--- config.mk ---
export PLATFORM = sky130hd
export DESIGN_NAME = softmax_normalizer
export DESIGN_NICKNAME = d
export VERILOG_FILES = /design/src/rtl/softmax_normalizer.sv
export SDC_FILE = /design/constraint.sdc
export NUM_CORES = 2
export LEC_CHECK = 0
export CORE_MARGIN = 1
export CORE_UTILIZATION = 30
export CTS_BUF_LIST = sky130_fd_sc_hd__clkbuf_8 sky130_fd_sc_hd__clkbuf_16
export DETAILED_ROUTE_END_ITERATION = 8
export PLACE_DENSITY_LB_ADDON = 0.25
export SYNTH_ARGS = -nofsm -noshare
export SYNTH_HDL_FRONTEND = slang
export SYNTH_SLANG_ARGS = --single-unit
--- constraint.sdc ---
create_clock -name i_clk -period 21.7 [get_ports i_clk]
set_clock_uncertainty 0.15 [all_clocks]
set_input_delay 4.34 -clock i_clk [delete_from_list [all_inputs] [get_ports i_clk]]
set_output_delay 4.34 -clock i_clk [all_outputs]
set_load 0.02 [all_outputs]
--- src/rtl/softmax_normalizer.sv ---
// Softmax normalizer: buffers a clamped exponent vector, forms 2^42/sum with a
// restoring divider, then streams saturated Q0.16 probabilities under backpressure.
module softmax_normalizer #(
  parameter int N             = 32,
  parameter int IN_BIT_WIDTH  = 16,
  parameter int SUM_BIT_WIDTH = 32,
  parameter int OUT_BIT_WIDTH = 16,
  parameter int RECIP_WIDTH   = 32
) (
  input  logic                                i_clk,
  input  logic                                i_rst,
  input  logic                                i_valid,
  input  logic [N-1:0][IN_BIT_WIDTH-1:0]      i_data,
  output logic                                o_in_ready,
  input  logic                                i_sum_valid,
  input  logic [SUM_BIT_WIDTH-1:0]            i_sum,
  output logic                                o_valid,
  input  logic                                i_ready,
  output logic [OUT_BIT_WIDTH-1:0]            o_prob,
  output logic [$clog2(N)-1:0]                o_idx,
  output logic                                o_last,
  output logic                                o_dz
);

  localparam int IDX_W      = $clog2(N);
  localparam int MAG_W      = IN_BIT_WIDTH - 1;
  localparam int QUO_W      = 43;
  localparam int CNT_W      = 6;
  localparam int FRAC_SHIFT = 12;
  localparam int PROD_W     = MAG_W + RECIP_WIDTH;
  localparam int SCALED_W   = PROD_W - FRAC_SHIFT;

  typedef enum logic [1:0] {IDLE, WAIT_SUM, DIV, EMIT} state_t;

  state_t state, state_nxt;

  logic [MAG_W-1:0]         x_buf [N];
  logic [SUM_BIT_WIDTH-1:0] den;
  logic [SUM_BIT_WIDTH-1:0] rem;
  logic [QUO_W-1:0]         quo;
  logic [CNT_W-1:0]         cnt;
  logic [IDX_W-1:0]         idx;
  logic                     dz;

  logic [SUM_BIT_WIDTH:0]   rem_sh;
  logic [SUM_BIT_WIDTH-1:0] rem_sub;
  logic                     q_bit;
  logic                     div_done;
  logic                     idx_last;
  logic                     hs;
  logic [RECIP_WIDTH-1:0]   recip;

  function automatic logic [MAG_W-1:0] clamp_mag(input logic signed [IN_BIT_WIDTH-1:0] v);
    return v[IN_BIT_WIDTH-1] ? '0 : v[MAG_W-1:0];
  endfunction

  function automatic logic [RECIP_WIDTH-1:0] sat_recip(input logic [QUO_W-1:0] q);
    return (|q[QUO_W-1:RECIP_WIDTH]) ? '1 : q[RECIP_WIDTH-1:0];
  endfunction

  function automatic logic [OUT_BIT_WIDTH-1:0] sat_prob(input logic [MAG_W-1:0] x,
                                                       input logic [RECIP_WIDTH-1:0] r);
    logic [SCALED_W-1:0] scaled;
    scaled = SCALED_W'((PROD_W'(x) * PROD_W'(r)) >> FRAC_SHIFT);
    return (|scaled[SCALED_W-1:OUT_BIT_WIDTH]) ? '1 : scaled[OUT_BIT_WIDTH-1:0];
  endfunction

  // Dividend is 2^42, so only the first shifted-in bit is a one.
  always_comb begin
    rem_sh   = {rem, (cnt == '0)};
    q_bit    = rem_sh[SUM_BIT_WIDTH] | (rem_sh[SUM_BIT_WIDTH-1:0] >= den);
    rem_sub  = rem_sh[SUM_BIT_WIDTH-1:0] - den;
    div_done = (cnt == CNT_W'(QUO_W - 1));
    idx_last = (idx == IDX_W'(N - 1));
    hs       = (state == EMIT) && i_ready;
    recip    = sat_recip(quo);
  end

  always_comb begin
    state_nxt = state;
    case (state)
      IDLE:     if (i_valid) state_nxt = WAIT_SUM;
      WAIT_SUM: if (i_sum_valid) state_nxt = (i_sum == '0) ? EMIT : DIV;
      DIV:      if (div_done) state_nxt = EMIT;
      EMIT:     if (hs && idx_last) state_nxt = IDLE;
      default:  state_nxt = IDLE;
    endcase
  end

  always_ff @(posedge i_clk) begin
    if (i_rst) state <= IDLE;
    else       state <= state_nxt;
  end

  always_ff @(posedge i_clk) begin
    if (i_rst) begin
      dz  <= 1'b0;
      idx <= '0;
      cnt <= '0;
    end else begin
      case (state)
        WAIT_SUM: if (i_sum_valid) begin
          dz  <= (i_sum == '0);
          idx <= '0;
          cnt <= '0;
        end
        DIV:  cnt <= cnt + 1'b1;
        EMIT: if (hs) begin
          idx <= idx + 1'b1;
          if (idx_last) dz <= 1'b0;
        end
        default: ;
      endcase
    end
  end

  always_ff @(posedge i_clk) begin
    if (state == IDLE && i_valid) begin
      for (int k = 0; k < N; k++) x_buf[k] <= clamp_mag(i_data[k]);
    end
    if (state == WAIT_SUM && i_sum_valid) begin
      den <= i_sum;
      rem <= '0;
    end
    if (state == DIV) begin
      rem <= q_bit ? rem_sub : rem_sh[SUM_BIT_WIDTH-1:0];
      quo <= {quo[QUO_W-2:0], q_bit};
    end
  end

  assign o_in_ready = (state == IDLE);
  assign o_valid    = (state == EMIT);
  assign o_idx      = o_valid ? idx : '0;
  assign o_last     = o_valid && idx_last;
  assign o_dz       = o_valid && dz;
  assign o_prob     = (o_valid && !dz) ? sat_prob(x_buf[idx], recip) : '0;

endmodule

==> results by group <==
Logic synthesis
  • Primary FF master, synth: edfxtp_1
  • Cells after Synth: 3,564
  • Synth Warn #: 0
  • Syn Nets: 4,650
  • Cell accounting for the most synthesized area: edfxtp_1
  • FF+latch count, synth: 606
  • Synth top area share: 41.3%
  • Cell variety after synth: 72
  • Post-Syn Area: 42,700 um^2
  • Register area share after synthesis: 42.2%
  • Average size of a mapped cell: 12.0 um^2
  • Number of enable flip-flop cells after synthesis: 587
  • Top post-synthesis cells by area: edfxtp_1, fa_1, nor2b_1
  • Ys async rst share: 0%

STA
  • Fin Setup TNS: 0 ps
  • Slew @ Worst Pin: 1200 ps
  • Final min period: 16,620 ps
  • Fmax: 0.0602 GHz
  • Count of final setup violators: 0
  • Hold Fails Final Rpt: 0
  • RSZ-0062 raised after global routing: false
  • Tcrit/Tclk final: 76.6%
  • Worst slew margin: 20.1%
  • Final Slew Violations: 0

Cells and area
  • Layout cells sized above 1: 8.84%
  • Nets: 5,161
  • Area of the multi-input gates: 22,600 um^2
  • Leading cell types in the layout, fill and taps excluded: edfxtp_1, clkdlybuf4s50_1, nor2b_1, inv_1, fa_1
  • Reg area: 18,000 um^2
  • Most common library cell in the layout ignoring fill and taps: edfxtp_1
  • Fillers: 13,900
  • Syn-to-layout area delta: 23.6%
  • Post-Route Utilization: 37.3%

Hold path
  • Worst Hold Depth: 0
  • Type of the worst min-delay path: flip-flop to flip-flop

Critical path
  • Critical path required time: 17,210 ps
  • Crit path max fanout: 56
  • Slowest cell on crit path: a2111oi_4
  • Classification of the worst setup path: flip-flop to output port
  • Arrival time worst endpoint: 12,130 ps
  • Setup crit start kind: flip-flop
  • Critical Path Max Stage Delay: 880 ps
  • CP Depth: 27
  • Worst setup EP type: output port
  • Worst R2R Path Depth: 18
  • Worst path top cell family by delay: adder cells
  • Count of buffer and inverter cells on the critical path: 6
  • Crit path top cell by count: fa_1

Status
  • Status: complete, no violations

Clock network
  • CTS clk-pin slew, worst paths: 60 ps
  • Largest buffer count on any clock path: 3
  • Worst skew pair latency: 660 ps
  • CTS tree: yes
  • H-tree depth: 3
  • Hold buffers post-CTS: 0
  • Total CTS buffers: 69
  • Root buf cell: clkbuf_16
  • Clock tree sinks: 606
  • CTS-repair resized insts: 0
  • Postcts setup bufs: 0

Routing
  • Vias: 29,300
  • Met1 Wirelength: 60,000 um
  • Drt drc: 0
  • TritonRoute pass-1 iters: 5
  • Initial DRC count: 2,245
  • Routed len/inst: 24.6 um
  • Vias per cell: 4.87
  • Final wirelength: 148,000 um
  • WL met3: 11,100 um
  • Highest metal used: met5
  • Routed Antenna Nets: 0
  • WL met2: 72,600 um

Floorplan
  • DIE HEIGHT: 379 um
  • Core ar.: 141,000 um^2
  • Starting Density: 30.2%
  • IO Count: 574
  • Row cnt: 138
  • Die area: 144,000 um^2
  • Die Width: 379 um

Global routing
  • Pin count of the biggest net entering global routing: 167
  • Initial antenna violation count: 27
  • Number of global-route vias before repair: 30,900
  • GRT overflow: 0
  • First-pass GRT wire length: 212,000 um
  • GR Util All Layers: 20.7%

Flow run
  • Max Cap Viol: 0

Placement
  • RePlAce Congestion: 0.920
  • PortBufs: 573
  • Hpwl dp: 116,000 um
## sequential cells by signal, summed over array words and instances (netlist names), named ones only
register and flops:
quo 43, den 32, state 2, dz 1, cnt 6, idx 5
rem 32, x_buf 480
## path summary, 6_finish.rpt
| check | endpoint | slack, ps | start |
|---|---|---|---|
| hold / removal | quo[39]$_DFFE_PP_ | 310 | quo[38]$_DFFE_PP_ |
| setup / recovery | o_prob[6] | 5080 | flip-flop |
| hold reg to reg | quo[39]$_DFFE_PP_ | 310 | quo[38]$_DFFE_PP_ |
| setup reg to reg | rem[3]$_SDFFCE_PN0P_ | 16910 | cnt[0]$_SDFFE_PP0P_ |
## logic make-up after synthesis
family	count (synthesis)	synth area share, %
AND/OR/NAND/NOR	1314	16.0
AO/OA/AOI/OAI	266	4.17
multiplexers	207	8.69
flip-flops	606	42.2
buffers and inverters	572	5.14
adder cells (fa/ha/maj)	537	22.6
XOR/XNOR	62	1.27
## layout make-up
type,instances,area share (%)
multi-input combinational,2386,42.8
sequential,606,34.2
timing repair buffer,618,11.5
tap,1890,4.48
clock buffer,72,3.42
inverter,394,2.80
clock inverter,51,0.790
antenna,6,0.0285
## cell usage after synthesis, drive strengths merged (7+ instances only)
cell type  count
ha           149
nand3         33
a211oi         8
and3          12
nand2        244
nor2         304
xnor2         45
mux2i         69
o21bai        10
a21o          42
nor3          30
and2          34
inv          394
clkbuf       147
edfxtp       587
o21a          11
or2           44
nor2b        524
a31oi         27
a22oi         11
mux4         130
nand4         19
xor2          17
o21ai         42
a21boi         7
a21oi         72
buf           31
nor4          14
nand2b        36
fa           388
mux2           8
dfxtp         19
## stage by stage
step | hold WS, ps | worst slack (ps) | std cells | instance area (um^2)
after floorplan | 277 | 5600 | 3564 | 42700
after detailed placement | 293 | 5810 | 5894 | 50500
final | 309 | 5080 | 6023 | 52700
after CTS | 306 | 5070 | 6017 | 52700
after global placement | 282 | 6000 | 5894 | 50500
after global routing | 321 | 4410 | 6021 | 52700
## metal layers
layer	vias to the layer above	global-route usage, %
li1	13000	-
met1	14900	26.2
met2	1174	34.8
met3	200	4.44
met4	28	6.67
met5	-	0
Power is left out: the tool's default activity adds up to more than one toggle a clock period on the data nets, which glitch-free logic cannot reach.
